File: src/rtl/ioctl_xfer_master.sv
// rtl/ioctl_xfer_master.sv - HPS ioctl byte-transfer initiator (download/upload)
// Optional IOCTL_XFER_CSUM_EN adds csum, the mod-256 sum of transferred bytes.
module ioctl_xfer_master #(
    parameter int LEN_WIDTH  = 16,
    parameter int WR_GAP     = 3,
    parameter int RD_LATENCY = 3
) (
    input  logic                 clk,
    input  logic                 reset_n,
    input  logic                 start,
    input  logic                 dir,
    input  logic [7:0]           index,
    input  logic [LEN_WIDTH-1:0] length,
    output logic                 busy,
    output logic                 done,
    input  logic [7:0]           src_data,
    input  logic                 src_valid,
    output logic                 src_ready,
    output logic [7:0]           snk_data,
    output logic                 snk_valid,
    input  logic                 snk_ready,
    output logic                 ioctl_download,
    output logic                 ioctl_upload,
    output logic                 ioctl_wr,
    output logic [24:0]          ioctl_addr,
    output logic [7:0]           ioctl_dout,
    input  logic [7:0]           ioctl_din,
`ifdef IOCTL_XFER_CSUM_EN
    output logic [7:0]           csum,
`endif
    output logic [7:0]           ioctl_index
);

    localparam logic [3:0] S_IDLE    = 4'd0;
    localparam logic [3:0] S_SETUP   = 4'd1;
    localparam logic [3:0] S_DL_SRC  = 4'd2;
    localparam logic [3:0] S_DL_WR   = 4'd3;
    localparam logic [3:0] S_DL_GAP  = 4'd4;
    localparam logic [3:0] S_UL_ADDR = 4'd5;
    localparam logic [3:0] S_UL_WAIT = 4'd6;
    localparam logic [3:0] S_UL_PUSH = 4'd7;
    localparam logic [3:0] S_FINISH  = 4'd8;
    localparam logic [3:0] S_DONE    = 4'd9;

    localparam int CNT_MAX = (WR_GAP > RD_LATENCY) ? WR_GAP : RD_LATENCY;
    localparam int CNT_W   = $clog2(CNT_MAX + 1);

    logic [3:0]           state_q, state_d;
    logic                 busy_q, busy_d, done_q, done_d, dir_q, dir_d;
    logic [7:0]           index_q, index_d, ioctl_index_q, ioctl_index_d;
    logic [LEN_WIDTH-1:0] len_q, len_d, addr_q, addr_d;
    logic [CNT_W-1:0]     cnt_q, cnt_d;
    logic                 src_ready_q, src_ready_d, wr_q, wr_d;
    logic [7:0]           dout_q, dout_d, snk_data_q, snk_data_d;
    logic                 snk_valid_q, snk_valid_d, dl_q, dl_d, ul_q, ul_d;
    logic                 gap_exit;
`ifdef IOCTL_XFER_CSUM_EN
    logic [7:0]           csum_q, csum_d;
`endif

    always_comb begin
        state_d       = state_q;
        busy_d        = busy_q;
        done_d        = 1'b0;
        dir_d         = dir_q;
        index_d       = index_q;
        ioctl_index_d = ioctl_index_q;
        len_d         = len_q;
        addr_d        = addr_q;
        cnt_d         = cnt_q;
        src_ready_d   = 1'b0;
        wr_d          = 1'b0;
        dout_d        = dout_q;
        snk_data_d    = snk_data_q;
        snk_valid_d   = snk_valid_q;
        dl_d          = dl_q;
        ul_d          = ul_q;
        gap_exit      = 1'b0;
`ifdef IOCTL_XFER_CSUM_EN
        csum_d        = csum_q;
`endif
        case (state_q)
            S_IDLE: if (start) begin
                busy_d  = 1'b1;
                dir_d   = dir;
                index_d = index;
                len_d   = length;
                state_d = S_SETUP;
`ifdef IOCTL_XFER_CSUM_EN
                csum_d  = 8'd0;
`endif
            end
            S_SETUP: begin
                ioctl_index_d = index_q;
                addr_d        = '0;
                dl_d          = ~dir_q;
                ul_d          = dir_q;
                if (len_q == '0) begin
                    state_d = S_FINISH;
                end else if (dir_q) begin
                    state_d = S_UL_ADDR;
                end else begin
                    state_d     = S_DL_SRC;
                    src_ready_d = 1'b1;
                end
            end
            S_DL_SRC: begin
                if (src_valid && src_ready_q) begin
                    dout_d  = src_data;
                    wr_d    = 1'b1;
                    state_d = S_DL_WR;
                end else begin
                    src_ready_d = 1'b1;
                end
            end
            S_DL_WR: begin
`ifdef IOCTL_XFER_CSUM_EN
                csum_d = csum_q + dout_q;
`endif
                // DL_SRC counts as one of the idle cycles, so DL_GAP holds WR_GAP-1.
                if (WR_GAP <= 1) begin
                    gap_exit = 1'b1;
                end else begin
                    cnt_d   = CNT_W'(WR_GAP - 2);
                    state_d = S_DL_GAP;
                end
            end
            S_DL_GAP: begin
                if (cnt_q == '0) gap_exit = 1'b1;
                else             cnt_d = cnt_q - CNT_W'(1);
            end
            S_UL_ADDR: begin
                cnt_d   = CNT_W'(RD_LATENCY - 1);
                state_d = S_UL_WAIT;
            end
            S_UL_WAIT: begin
                if (cnt_q == '0) begin
                    snk_data_d  = ioctl_din;
                    snk_valid_d = 1'b1;
                    state_d     = S_UL_PUSH;
`ifdef IOCTL_XFER_CSUM_EN
                    csum_d      = csum_q + ioctl_din;
`endif
                end else begin
                    cnt_d = cnt_q - CNT_W'(1);
                end
            end
            S_UL_PUSH: if (snk_ready) begin
                snk_valid_d = 1'b0;
                if (addr_q == len_q - LEN_WIDTH'(1)) begin
                    state_d = S_FINISH;
                end else begin
                    addr_d  = addr_q + LEN_WIDTH'(1);
                    state_d = S_UL_ADDR;
                end
            end
            S_FINISH: begin
                dl_d    = 1'b0;
                ul_d    = 1'b0;
                state_d = S_DONE;
            end
            S_DONE: begin
                done_d        = 1'b1;
                busy_d        = 1'b0;
                ioctl_index_d = 8'd0;
                state_d       = S_IDLE;
            end
            default: state_d = S_IDLE;
        endcase

        if (gap_exit) begin
            if (addr_q == len_q - LEN_WIDTH'(1)) begin
                state_d = S_FINISH;
            end else begin
                addr_d      = addr_q + LEN_WIDTH'(1);
                state_d     = S_DL_SRC;
                src_ready_d = 1'b1;
            end
        end
    end

    always_ff @(posedge clk or negedge reset_n) begin
        if (!reset_n) begin
            state_q       <= S_IDLE;
            busy_q        <= 1'b0;
            done_q        <= 1'b0;
            dir_q         <= 1'b0;
            index_q       <= 8'd0;
            ioctl_index_q <= 8'd0;
            len_q         <= '0;
            addr_q        <= '0;
            cnt_q         <= '0;
            src_ready_q   <= 1'b0;
            wr_q          <= 1'b0;
            dout_q        <= 8'd0;
            snk_data_q    <= 8'd0;
            snk_valid_q   <= 1'b0;
            dl_q          <= 1'b0;
            ul_q          <= 1'b0;
`ifdef IOCTL_XFER_CSUM_EN
            csum_q        <= 8'd0;
`endif
        end else begin
            state_q       <= state_d;
            busy_q        <= busy_d;
            done_q        <= done_d;
            dir_q         <= dir_d;
            index_q       <= index_d;
            ioctl_index_q <= ioctl_index_d;
            len_q         <= len_d;
            addr_q        <= addr_d;
            cnt_q         <= cnt_d;
            src_ready_q   <= src_ready_d;
            wr_q          <= wr_d;
            dout_q        <= dout_d;
            snk_data_q    <= snk_data_d;
            snk_valid_q   <= snk_valid_d;
            dl_q          <= dl_d;
            ul_q          <= ul_d;
`ifdef IOCTL_XFER_CSUM_EN
            csum_q        <= csum_d;
`endif
        end
    end

    assign busy           = busy_q;
    assign done           = done_q;
    assign src_ready      = src_ready_q;
    assign snk_data       = snk_data_q;
    assign snk_valid      = snk_valid_q;
    assign ioctl_download = dl_q;
    assign ioctl_upload   = ul_q;
    assign ioctl_wr       = wr_q;
    assign ioctl_addr     = 25'(addr_q);
    assign ioctl_dout     = dout_q;
    assign ioctl_index    = ioctl_index_q;
`ifdef IOCTL_XFER_CSUM_EN
    assign csum           = csum_q;
`endif

endmodule
File: config.mk
export PLATFORM = sky130hd
export DESIGN_NAME = ioctl_xfer_master
export DESIGN_NICKNAME = d
export VERILOG_FILES = /design/src/rtl/ioctl_xfer_master.sv
export SDC_FILE = /design/constraint.sdc
export NUM_CORES = 1
export LEC_CHECK = 0
export CORE_ASPECT_RATIO = 0.75
export CORE_MARGIN = 3
export CORE_UTILIZATION = 64
export CTS_CLUSTER_SIZE = 16
export DETAILED_ROUTE_END_ITERATION = 7
export DONT_BUFFER_PORTS = 1
export GPL_TIMING_DRIVEN = 0
export HOLD_SLACK_MARGIN = 0.06
export PLACE_DENSITY = 0.8
export SYNTH_ARGS = -nofsm -noshare
export SYNTH_HDL_FRONTEND = slang
export SYNTH_SLANG_ARGS = --single-unit
File: constraint.sdc
create_clock -name clk -period 5.35 [get_ports clk]
set_input_delay 0.535 -clock clk [delete_from_list [all_inputs] [get_ports clk]]
set_output_delay 0.535 -clock clk [all_outputs]
set_load 0.005 [all_outputs]
==> impl_summary.log, run 1 <==
INFO  metric outcome = finished, final reports clean
INFO  metric simple_gate_portion_of_the_synthesized_area = 20.53%
INFO  metric grt_start_max_net_pins = slightly below 80
INFO  metric io_pins = between 100 and 150
INFO  metric num-nets-final = 510
INFO  metric clock_power_share = ~16%
INFO  metric grt_first_pass_wirelength = roughly 17,000 um
INFO  metric rsz_0062_raised_after_global_routing = no
INFO  metric synthesis_warning_total = 0
INFO  metric ys_dominant_reg_cell = sky130_fd_sc_hd__dfrtp_1
INFO  metric antenna_cells = 0
INFO  metric tritoncts = done
INFO  metric yosys-mux-area-fraction = approximately 12%
INFO  metric synth-edff-count = 0
INFO  metric final-setup-viol-count = 0
INFO  metric cellInternalPower = 1471 uW
INFO  metric clk-insertion-delay-late = around 0.36 ns
INFO  metric clkSlewWorstSetupHoldPaths = around 0.09 ns
INFO  metric crit_path_start_kind = flip-flop
INFO  metric critPathArrivalTime = just over 4 ns
INFO  metric asyncSetResetFlopFracSynth = 100.0%
INFO  metric drive_gt1_share = about a fifth
INFO  metric numPortBuffers = 0
INFO  metric cts.root.buffer_cell = sky130_fd_sc_hd__clkbuf_8
INFO  metric report.final.slew_viol_count = 0
INFO  metric syn-cell-area = about 0.0044 mm^2
INFO  metric aggregate_routed_wire_length = 10,300 um
INFO  metric postSynthRegisterBits = 78
INFO  metric endpoint_kind = flip-flop
INFO  metric r2r_cells = 13
INFO  metric detail_route.iter0.violations = 268
INFO  metric share_comb_of_total_power = ~43%
INFO  metric worst_clock_skew = 0.01032 ns
INFO  metric min_period_over_period = between 70 and 80%
INFO  metric post_drt_wl_per_cell = around 19 um
INFO  metric fillers = between 400 and 500
INFO  metric irDropWorstVdd = 0.0003689 V
INFO  metric hold_path_class = primary input to asynchronous set/reset pin
INFO  metric gr-total-overflow = 0
INFO  metric ctsResizeCount = 0
INFO  metric grt.total_usage = 27.26%
INFO  metric totalNegativeSetupSlack = 0 ns
INFO  metric first_pass_iters = 5
INFO  metric dp_hpwl = approximately 7600 um
INFO  metric clock-sinks = a little under 80
INFO  metric floorplan.die_area = 0.007833 mm^2
INFO  metric finalWorstPathRequiredPeriod = around 3.8 ns
INFO  metric route.vias.total = about 3,500
INFO  metric worstMarginPinSlew = 1.176 ns
INFO  metric complex_gate_fraction_of_the_synthesized_area = around 13%
INFO  metric place.detailed.instances = between 500 and 600
INFO  metric yosys.cell_types.count = 58
INFO  metric synth.yosys.seq_area_share = around 45%
INFO  metric core-area = approximately 0.0064 mm^2
INFO  metric mostFrequentLayoutCell = sky130_fd_sc_hd__dfrtp_1
INFO  metric worstPathRequired = 5.56 ns
INFO  metric route.antenna.remaining_nets = 0
INFO  metric finish.cell_count_without_fillers = ~550
INFO  metric initial_utilization = roughly two thirds
INFO  metric share_seq_of_total_power = 41.1%
INFO  metric cts-htree-levels = 3
INFO  metric power_per_cell_area = 543.2 mW/mm^2
INFO  metric fmax = about 0.26 GHz
INFO  metric synthToLayoutAreaGrowth = 7.564%
INFO  metric path_class = flip-flop to flip-flop
INFO  metric crit_path_max_fanout = 10
INFO  metric synth_adder_area_share = less than 1%
INFO  metric first_global_vias = roughly 3,300
INFO  metric die_width = around 100 um
INFO  metric most-common-layout-cells = sky130_fd_sc_hd__dfrtp_1 (78), sky130_fd_sc_hd__mux2_2 (42), sky130_fd_sc_hd__nand2_1 (38)
INFO  metric power.static_leakage = 0.002000 uW
INFO  metric drv.max_cap_violation_count = 0
INFO  metric max-clock-path-buffers = 2
INFO  metric post_drt_via_cell_ratio = 6.352
INFO  metric syn-mean-instance-area = about 9.9 um^2
INFO  metric slew_headroom = 20.59%
INFO  metric gpl_congestion = approximately 0.95
INFO  metric final_util = between 70% and 80%
INFO  metric switchingPower = around 1100 uW
INFO  metric syn_inst = roughly 440
INFO  metric net_switching_fraction_of_the_power = between 40% and 50%
INFO  metric synth_top_family_by_area = simple AND/OR/NAND/NOR gates
INFO  metric post_synth_xor_area_fraction = 4.228%
INFO  metric cts_made_buffers = 9
INFO  metric remaining_drc_errors = 0
INFO  metric grt_antenna_before_repair = 0
INFO  metric number_of_failing_hold_endpoints_at_the_final_stage = 0
INFO  metric floorplan.rows = 25
INFO  metric overall_die_height = 77.40 um
## logic make-up (layout without fill, tap and decap cells)
kind of cell	after synthesis	after routing
buf+inv	43	59
flops	78	78
other cells	1	9
simple gates	164	164
mux	45	45
xor+xnor	21	21
fa+ha+maj	3	3
compound gates	86	86
## registers in the layout, summed over array words and instances (netlist names)
signal and count:
addr_q 16, busy 1, cnt_q 2, dir_q 1, done 1, index_q 8
ioctl_dout 8, ioctl_download 1, ioctl_index 8, ioctl_upload 1, ioctl_wr 1, len_q 16
snk_data 8, snk_valid 1, src_ready 1, state_q 4
## what timing repair did
item / in CTS / in global routing
hold endpoints to repair: 78 / 0
buffers inserted: 0 / 0
hold buffers: 1 / 0
## Yosys cell counts, types with 2 or more instances
| library cell | number | area (um^2) |
|---|---|---|
| sky130_fd_sc_hd__nand2b_1 | 10 | 62.56 |
| sky130_fd_sc_hd__or4_1 | 3 | 22.52 |
| sky130_fd_sc_hd__buf_4 | 9 | 67.56 |
| sky130_fd_sc_hd__clkbuf_1 | 20 | 75.07 |
| sky130_fd_sc_hd__mux2i_1 | 3 | 30.03 |
| sky130_fd_sc_hd__a31oi_1 | 6 | 37.54 |
| sky130_fd_sc_hd__xnor2_1 | 13 | 113.9 |
| sky130_fd_sc_hd__inv_1 | 11 | 41.29 |
| sky130_fd_sc_hd__nor3_1 | 9 | 45.04 |
| sky130_fd_sc_hd__or3_1 | 6 | 37.54 |
| sky130_fd_sc_hd__a31o_2 | 3 | 26.28 |
| sky130_fd_sc_hd__nor4_1 | 10 | 62.56 |
| sky130_fd_sc_hd__ha_1 | 3 | 37.54 |
| sky130_fd_sc_hd__nand4_1 | 7 | 43.79 |
| sky130_fd_sc_hd__and3_1 | 9 | 56.30 |
| sky130_fd_sc_hd__mux2_2 | 42 | 473.0 |
| sky130_fd_sc_hd__and2_1 | 3 | 18.77 |
| sky130_fd_sc_hd__xor2_1 | 8 | 70.07 |
| sky130_fd_sc_hd__a21oi_1 | 20 | 100.1 |
| sky130_fd_sc_hd__and4_1 | 3 | 26.28 |
| sky130_fd_sc_hd__nor2_1 | 29 | 108.9 |
| sky130_fd_sc_hd__nand4b_1 | 2 | 17.52 |
| sky130_fd_sc_hd__a22o_1 | 3 | 26.28 |
| sky130_fd_sc_hd__or2_2 | 4 | 25.02 |
| sky130_fd_sc_hd__o311ai_0 | 4 | 35.03 |
| sky130_fd_sc_hd__nor4b_1 | 4 | 35.03 |
| sky130_fd_sc_hd__dfrtp_1 | 78 | 1952 |
| sky130_fd_sc_hd__or4_4 | 2 | 22.52 |
| sky130_fd_sc_hd__o21ai_0 | 29 | 145.1 |
| sky130_fd_sc_hd__nand3_1 | 12 | 60.06 |
| sky130_fd_sc_hd__or3b_2 | 2 | 17.52 |
| sky130_fd_sc_hd__a21o_1 | 2 | 15.01 |
| sky130_fd_sc_hd__a221o_1 | 4 | 40.04 |
| sky130_fd_sc_hd__nor2b_1 | 6 | 37.54 |
| sky130_fd_sc_hd__buf_6 | 2 | 22.52 |
| sky130_fd_sc_hd__nand2_1 | 38 | 142.6 |
## routing by layer
| layer | part of all wire, % | track usage (%) | vias to the layer above |
|---|---|---|---|
| li1 | - | - | 1618 |
| met1 | 45 | 40.85 | 1669 |
| met2 | 44 | 38.51 | 162 |
| met3 | 9.7 | 7.188 | 19 |
| met4 | 1.4 | 8.632 | 0 |
| met5 | 0 | 0 | - |
## critical path, cell delays in order, from the launching register on
cell	delay [ns]
sky130_fd_sc_hd__dfrtp_1	0.36
sky130_fd_sc_hd__clkbuf_1	0.18
sky130_fd_sc_hd__inv_1	0.10
sky130_fd_sc_hd__ha_1	0.26
sky130_fd_sc_hd__nor3b_2	0.61
sky130_fd_sc_hd__nand2_1	0.22
sky130_fd_sc_hd__nor4b_1	0.42
sky130_fd_sc_hd__o311ai_1	0.15
sky130_fd_sc_hd__or4_4	0.61
sky130_fd_sc_hd__o21ba_4	0.24
sky130_fd_sc_hd__buf_6	0.14
sky130_fd_sc_hd__buf_2	0.18
sky130_fd_sc_hd__a21oi_1	0.15
sky130_fd_sc_hd__a31oi_1	0.07
## per-stage QoR
stage | total power (uW) | worst slack, ns | hold WS, ns | cell area, um^2
after global routing | 2721 | 1.259 | 0.06632 | 4679
after detailed placement | 2122 | 1.625 | 0.2410 | 4488
after global placement | 2070 | 1.657 | 0.2410 | 4482
after CTS | 2528 | 1.556 | 0.07538 | 4679
final | 2542 | 1.501 | 0.06450 | 4679
after floorplan | 1855 | 2.086 | 0.2394 | 4380
## power groups by stage
stage | sequential (uW) | clock, uW | combinational [uW]
6_report | 1050 | 394 | 1100
5_1_grt | 1080 | 419 | 1220
4_1_cts | 1050 | 400 | 1080
3_5_place_dp | 1060 | 0 | 1070
3_3_place_gp | 1040 | 0 | 1030
2_1_floorplan | 987 | 0 | 868
## layout make-up
class	count	area (um^2)	area share (%)
plain buffers	32	170.2	3.636
clock buffers	10	127.6	2.727
clock inverters	5	36.28	0.7754
inverters	11	41.29	0.8824
multi-input cells	328	2223	47.51
flip-flops and latches	78	1952	41.71
well taps	81	101.3	2.166
repair buffers	1	27.53	0.5882
## path summary, 6_finish.rpt
path                       startpoint          to  slack, ns
min                           reset_n       dir_q       0.06
min in group clk            snk_ready   snk_valid       0.25
min reg2reg                index_q[1]  index_q[1]       0.51
max reg2reg                  len_q[0]   addr_q[8]       1.50
max                          len_q[0]   addr_q[8]       1.50
max in group asynchronous     reset_n    len_q[5]       4.99
Power figures use the tool's default switching activity.
==> run 2, diff against run 1 <==
- clock period: 5.35 -> 3.9 ns (I/O delays scaled with it)
==> run 2 against run 1 <==
Die area unchanged. Cell count is 0.37% higher. Critical path type unchanged. Non-clock buffer count is 2 higher. Count of clock-buffer cells in the layout unchanged. Fmax increased by 6.3%. Design area is 0.51% higher. Register-to-register slack got worse by 1.2 ns.
==> impl_summary.log, run 2 (synthesis results as in run 1) <==
INFO  metric outcome = finished, final reports clean (unchanged)
INFO  metric grt_first_pass_wirelength = 16,840 um (was 16,820 um)
INFO  metric hold_path_class = primary input to flip-flop (was primary input to asynchronous set/reset pin)
INFO  metric crit_path_start_kind = flip-flop (unchanged)
INFO  metric aggregate_routed_wire_length = 10,360 um (was 10,300 um)
INFO  metric numPortBuffers = 0 (unchanged)
INFO  metric max-clock-path-buffers = 2 (unchanged)
INFO  metric route.vias.total = 3,486 (was 3,468)
INFO  metric clock-sinks = 78 (unchanged)
INFO  metric tritoncts = done (unchanged)
INFO  metric crit_path_start = len_q[0] (unchanged)
INFO  metric first_pass_iters = 5 (unchanged)
INFO  metric worstPathRequired = 4.11 ns (was 5.56 ns)
INFO  metric top_registers = addr_q (16), len_q (16) (unchanged)
INFO  metric floorplan.die_area = 0.007833 mm^2 (unchanged)
INFO  metric grt_antenna_before_repair = 0 (unchanged)
INFO  metric clkSlewWorstSetupHoldPaths = 0.08 ns (was 0.09 ns)
INFO  metric fmax = 0.2761 GHz (was 0.2598 GHz)
INFO  metric floorplan.rows = 25 (unchanged)
INFO  metric antenna_cells = 0 (unchanged)
INFO  metric post_drt_wl_per_cell = 18.91 um (was 18.86 um)
INFO  metric num-nets-final = 512 (was 510)
INFO  metric final-setup-viol-count = 0 (unchanged)
INFO  metric totalNegativeSetupSlack = 0 ns (unchanged)
INFO  metric cts_made_buffers = 9 (unchanged)
INFO  metric worstReg2RegStart = len_q[0] (unchanged)
INFO  metric rsz_0062_raised_after_global_routing = no (unchanged)
INFO  metric post_drt_via_cell_ratio = 6.361 (was 6.352)
INFO  metric slew_headroom = 10.15% (was 20.59%)
INFO  metric post-place-ws = 0.1750 ns (was 1.625 ns)
INFO  metric cts.root.buffer_cell = sky130_fd_sc_hd__clkbuf_8 (unchanged)
INFO  metric clk-insertion-delay-late = 0.36 ns (about the same)
INFO  metric gpl_congestion = 0.9511 (unchanged)
INFO  metric drv.max_cap_violation_count = 0 (unchanged)
INFO  metric irDropWorstVdd = 0.0005040 V (was 0.0003689 V)
INFO  metric fin_ws = 0.2780 ns (was 1.501 ns)
INFO  metric endpoint_kind = flip-flop (unchanged)
INFO  metric route.antenna.remaining_nets = 0 (unchanged)
INFO  metric min-delay-start = snk_ready
INFO  metric dp_hpwl = 7554 um (unchanged)
INFO  metric grt.total_usage = 27.28% (was 27.26%)
INFO  metric finish.cell_count_without_fillers = 548 (was 546)
INFO  metric multi_input_gate_area_in_the_final_layout = 0.002230 mm^2 (was 0.002223 mm^2)
INFO  metric power.static_leakage = 0.002012 uW (was 0.002000 uW)
INFO  metric final_util = 72.99% (was 72.62%)
INFO  metric path_class = flip-flop to flip-flop (unchanged)
INFO  metric worst_clock_skew = 0.008644 ns (was 0.01032 ns)
INFO  metric total_power = 3506 uW (was 2542 uW)
INFO  metric worstMarginPinSlew = 1.331 ns (was 1.176 ns)
INFO  metric synthToLayoutAreaGrowth = 8.110% (was 7.564%)
INFO  metric overall_die_height = 77.40 um (unchanged)
INFO  metric detail_route.iter0.violations = 249 (was 268)
INFO  metric io_pins = 102 (unchanged)
INFO  metric crit_path_max_fanout = 10 (unchanged)
INFO  metric critPathArrivalTime = 3.83 ns (was 4.06 ns)
INFO  metric power_per_cell_area = 745.4 mW/mm^2 (was 543.2 mW/mm^2)
INFO  metric drive_gt1_share = 18.84% (was 18.71%)
INFO  metric seq_area = 0.001952 mm^2 (unchanged)
INFO  metric finalWorstPathRequiredPeriod = 3.622 ns (was 3.849 ns)
INFO  metric grt_start_max_net_pins = 79 (unchanged)
INFO  metric most-common-layout-cells = sky130_fd_sc_hd__dfrtp_1 (78), sky130_fd_sc_hd__mux2_2 (42), sky130_fd_sc_hd__nand2_1 (38) (unchanged)
INFO  metric first_global_vias = 3,337 (was 3,331)
INFO  metric min_period_over_period = 92.87% (was 71.94%)
INFO  metric cts-htree-levels = 3 (unchanged)
INFO  metric gr-total-overflow = 0 (unchanged)
INFO  metric fillers = 467 (was 470)
INFO  metric number_of_failing_hold_endpoints_at_the_final_stage = 0 (unchanged)
INFO  metric place.detailed.instances = 530 (unchanged)
INFO  metric remaining_drc_errors = 0 (unchanged)
INFO  metric core-area = 0.006444 mm^2 (unchanged)
INFO  metric mostFrequentLayoutCell = sky130_fd_sc_hd__dfrtp_1 (unchanged)
INFO  metric die_width = 101.2 um (unchanged)
INFO  metric report.final.slew_viol_count = 0 (unchanged)
INFO  metric initial_utilization = 67.51% (unchanged)
## run 2: cell type report
cell class	count	area share, %
multi-input cells	328	47.41
plain buffers	32	3.618
inverters	11	0.8779
well taps	81	2.155
clock buffers	10	2.713
flip-flops and latches	78	41.50
repair buffers	3	0.9577
clock inverters	5	0.7715
## run 2: repair_timing
action | in CTS | in global routing
hold endpoints to repair | 78 | 0
hold buffers | 2 | 0
setup buffers | 0 | 1
setup endpoints to repair | 0 | 12
gates resized for setup | 0 | 1
## run 2: through the flow
step / instance area (um^2) / hold slack (ns)
floorplan: 4380 / 0.09441
global placement: 4482 / 0.09603
detailed placement: 4488 / 0.09603
CTS: 4690 / 0.09435
global route: 4703 / 0.09478
finish: 4703 / 0.1046
## run 2: power breakdown
group          total (uW)  switching (uW)  internal, uW
Sequential           1440             307          1130
Clock                 539             310           229
Combinational        1530             861           669
Total                3510            1480          2030
## run 2: routing by layer
| layer | global-route usage [%] | vias to the layer above | routed length (um) |
|---|---|---|---|
| met5 | 0 | - | 0 |
| met1 | 40.91 | 1686 | 4582 |
| li1 | - | 1623 | - |
| met3 | 7.188 | 13 | 1004 |
| met4 | 8.632 | 0 | 133 |
| met2 | 38.51 | 164 | 4642 |
## run 2: path summary, 6_finish.rpt
kind                         endpoint  slack [ns]  cells past startpoint
max                         addr_q[8]        0.28                     13
min                         snk_valid        0.10                      1
max reg2reg                 addr_q[8]        0.28                     13
min reg2reg                index_q[1]        0.51                      1
max in group asynchronous    len_q[5]        3.01                      2
min in group asynchronous  state_q[3]        0.60                      2
## run 2: critical path, stage by stage (launching register included)
cell	delay, ns
sky130_fd_sc_hd__dfrtp_1	0.36
sky130_fd_sc_hd__clkbuf_1	0.18
sky130_fd_sc_hd__inv_1	0.10
sky130_fd_sc_hd__ha_1	0.27
sky130_fd_sc_hd__or3b_2	0.50
sky130_fd_sc_hd__or3_1	0.34
sky130_fd_sc_hd__a21oi_2	0.18
sky130_fd_sc_hd__o311ai_1	0.13
sky130_fd_sc_hd__or4_4	0.61
sky130_fd_sc_hd__o21ba_4	0.24
sky130_fd_sc_hd__buf_6	0.14
sky130_fd_sc_hd__buf_2	0.18
sky130_fd_sc_hd__a21oi_1	0.16
sky130_fd_sc_hd__a31oi_1	0.07
==> run 3, diff against run 2 <==
--- a/config.mk
+++ b/config.mk
@@ -9,3 +9,3 @@
 export CORE_MARGIN = 3
-export CORE_UTILIZATION = 64
+export CORE_UTILIZATION = 35
 export CTS_CLUSTER_SIZE = 16
@@ -15,3 +15,2 @@
 export HOLD_SLACK_MARGIN = 0.06
-export PLACE_DENSITY = 0.8
 export SYNTH_ARGS = -nofsm -noshare
==> constraint.sdc (replaced) <==
create_clock -name clk -period 3.9 [get_ports clk]
set_input_delay 0 -clock clk [delete_from_list [all_inputs] [get_ports clk]]
set_output_delay 0 -clock clk [all_outputs]
set_load 0.005 [all_outputs]
==> run 3 against run 2 <==
Largest cell class unchanged. Sequential share of layout area down 5.1 points. Design area up 14%. Setup slack worse by 0.065 ns. Wire length up 10%. Critical path depth down 2. Clock power up 57%. Cell count up 23%. Via count up 3.4%. Non-clock buffer count up 42. Utilization down 28 points.
==> impl_summary.log, run 3 (synthesis results as in run 1) <==
INFO  metric outcome = finished, final reports clean (unchanged)
INFO  metric tritoncts = done (unchanged)
INFO  metric io_pins = 102 (unchanged)
INFO  metric grt_antenna_before_repair = 0 (unchanged)
INFO  metric grt_first_pass_wirelength = 18,660 um (was 16,840 um)
INFO  metric holdWs = 0.1918 ns (was 0.1046 ns)
INFO  metric die_width = 134.7 um (was 101.2 um)
INFO  metric dp_hpwl = 8391 um (was 7554 um)
INFO  metric post_drt_via_cell_ratio = 5.362 (was 6.361)
INFO  metric report.final.slew_viol_count = 0 (unchanged)
INFO  metric cellInternalPower = 2338 uW (was 2028 uW)
INFO  metric rsz_0062_raised_after_global_routing = no (unchanged)
INFO  metric worstMarginPinSlew = 1.078 ns (was 1.331 ns)
INFO  metric num-nets-final = 554 (was 512)
INFO  metric hold_depth = 4 (was 1)
INFO  metric grt.total_usage = 17.02% (was 27.28%)
INFO  metric antenna_cells = 0 (unchanged)
INFO  metric floorplan.rows = 34 (was 25)
INFO  metric drive_gt1_share = 17.25% (was 18.84%)
INFO  metric first_global_vias = 3,598 (was 3,337)
INFO  metric number_of_failing_hold_endpoints_at_the_final_stage = 0 (unchanged)
INFO  metric gr-total-overflow = 0 (unchanged)
INFO  metric crit_path_max_fanout = 10 (unchanged)
INFO  metric first_pass_iters = 5 (unchanged)
INFO  metric clkSlewWorstSetupHoldPaths = 0.06 ns (was 0.08 ns)
INFO  metric grt_start_max_net_pins = 79 (unchanged)
INFO  metric route.antenna.remaining_nets = 0 (unchanged)
INFO  metric critPathArrivalTime = 3.95 ns (was 3.83 ns)
INFO  metric net_switching_fraction_of_the_power = 39.25% (was 42.15%)
INFO  metric detail_route.iter0.violations = 220 (was 249)
INFO  metric worst_clock_skew = 0.01057 ns (was 0.008644 ns)
INFO  metric post-place-ws = 0.1740 ns (was 0.1750 ns)
INFO  metric worstPathRequired = 4.16 ns (was 4.11 ns)
INFO  metric dpl_cell_area = 0.004589 mm^2 (was 0.004488 mm^2)
INFO  metric clock-sinks = 78 (unchanged)
INFO  metric hold_path_class = primary input to flip-flop (unchanged)
INFO  metric slew_headroom = 27.23% (was 10.15%)
INFO  metric cts-htree-levels = 3 (unchanged)
INFO  metric totalNegativeSetupSlack = 0 ns (unchanged)
INFO  metric fmax = 0.2713 GHz (was 0.2761 GHz)
INFO  metric clk-insertion-delay-late = 0.34 ns (was 0.36 ns)
INFO  metric min_period_over_period = 94.53% (was 92.87%)
INFO  metric switchingPower = 1511 uW (was 1478 uW)
INFO  metric most-common-layout-cells = sky130_fd_sc_hd__dfrtp_1 (78), sky130_fd_sc_hd__dlygate4sd3_1 (44), sky130_fd_sc_hd__mux2_2 (42) (was sky130_fd_sc_hd__dfrtp_1 (78), sky130_fd_sc_hd__mux2_2 (42), sky130_fd_sc_hd__nand2_1 (38))
INFO  metric gpl_congestion = 0.9337 (was 0.9511)
INFO  metric final_cell_area = 0.005365 mm^2 (was 0.004703 mm^2)
INFO  metric numPortBuffers = 0 (unchanged)
INFO  metric r2r_cells = 11 (was 13)
INFO  metric power_per_cell_area = 717.3 mW/mm^2 (was 745.4 mW/mm^2)
INFO  metric mostFrequentLayoutCell = sky130_fd_sc_hd__dfrtp_1 (unchanged)
INFO  metric crit_path_start_kind = flip-flop (unchanged)
INFO  metric floorplan.die_area = 0.01382 mm^2 (was 0.007833 mm^2)
INFO  metric share_seq_of_total_power = 37.6% (was 41.0%)
INFO  metric power.static_leakage = 0.002253 uW (was 0.002012 uW)
INFO  metric remaining_drc_errors = 0 (unchanged)
INFO  metric top_registers = addr_q (16), len_q (16) (unchanged)
INFO  metric initial_utilization = 36.65% (was 67.51%)
INFO  metric max-clock-path-buffers = 2 (unchanged)
INFO  metric finalWorstPathRequiredPeriod = 3.687 ns (was 3.622 ns)
INFO  metric core-area = 0.01187 mm^2 (was 0.006444 mm^2)
INFO  metric synthToLayoutAreaGrowth = 23.32% (was 8.110%)
INFO  metric irDropWorstVdd = 0.0004039 V (was 0.0005040 V)
INFO  metric aggregate_routed_wire_length = 11,440 um (was 10,360 um)
INFO  metric route.vias.total = 3,603 (was 3,486)
INFO  metric endpoint_kind = flip-flop (unchanged)
INFO  metric fin_ws = 0.2135 ns (was 0.2780 ns)
INFO  metric share_comb_of_total_power = 40.4% (was 43.6%)
INFO  metric drv.max_cap_violation_count = 0 (unchanged)
INFO  metric final_util = 45.20% (was 72.99%)
INFO  metric post_drt_wl_per_cell = 17.02 um (was 18.91 um)
INFO  metric postCtsSetupRepairBufs = 0 (unchanged)
INFO  metric path_class = flip-flop to flip-flop (unchanged)
INFO  metric overall_die_height = 102.6 um (was 77.40 um)
INFO  metric cts.root.buffer_cell = sky130_fd_sc_hd__clkbuf_16 (was sky130_fd_sc_hd__clkbuf_8)
INFO  metric clock_power_share = 21.9% (was 15.4%)
INFO  metric final-setup-viol-count = 0 (unchanged)
INFO  metric cts_made_buffers = 9 (unchanged)
[run 3: timing repair]
item                       in CTS  in global routing
gates resized for setup         0                  1
hold endpoints to repair      123                  0
hold buffers                   45                  0
setup endpoints to repair       0                 12
[run 3: metal layers]
metal / vias up / global-route usage, % / share of wire [%]
met4: 0 / 4.773 / 0.93
met1: 1746 / 23.24 / 47
li1: 1712 / - / -
met3: 12 / 4.537 / 7.1
met2: 133 / 26.93 / 45
met5: - / 0 / 0
[run 3: stage by stage]
| stage | total power, uW | instances |
|---|---|---|
| floorplan | 2544 | 449 |
| global placement | 2877 | 611 |
| detailed placement | 2934 | 611 |
| CTS | 3854 | 672 |
| global route | 4153 | 672 |
| finish | 3848 | 672 |
[run 3: final cells by class]
type                       instances  area (um^2)
clock buffer                      11        242.7
multi-input combinational        328         2230
sequential                        78         1952
tap                              162        202.7
buffer                            32        170.2
clock inverter                     5        58.81
timing repair buffer              45        467.9
inverter                          11        41.29
fill                            1121         6504
[run 3: final timing paths]
| path | from | end | slack [ns] |
|---|---|---|---|
| max in group asynchronous | reset_n | ioctl_dout[6] | 3.36 |
| worst max register to register | len_q[0] | addr_q[2] | 0.21 |
| worst min-delay path | snk_ready | addr_q[15] | 0.19 |
| min in group asynchronous | reset_n | index_q[4] | 0.22 |
| worst max-delay path | len_q[0] | addr_q[2] | 0.21 |
| worst min register to register | index_q[0] | index_q[0] | 0.51 |
[run 3: power groups by stage]
stage / Clock [uW] / Sequential (uW) / Combinational, uW
floorplan: 0 / 1350 / 1190
global placement: 0 / 1440 / 1440
detailed placement: 0 / 1460 / 1480
CTS: 874 / 1440 / 1540
global route: 913 / 1490 / 1750
finish: 845 / 1450 / 1560
[run 3: critical path, cell delays in order (launching register included)]
cell and delay [ns]:
sky130_fd_sc_hd__dfrtp_1 0.35, sky130_fd_sc_hd__clkbuf_1 0.19, sky130_fd_sc_hd__inv_1 0.10, sky130_fd_sc_hd__ha_1 0.27, sky130_fd_sc_hd__nor3b_4 0.43, sky130_fd_sc_hd__nand2_1 0.18
sky130_fd_sc_hd__nor4b_1 0.47, sky130_fd_sc_hd__o311ai_1 0.16, sky130_fd_sc_hd__or4_4 0.61, sky130_fd_sc_hd__o21bai_2 0.32, sky130_fd_sc_hd__mux2_2 0.39, sky130_fd_sc_hd__mux2i_1 0.13
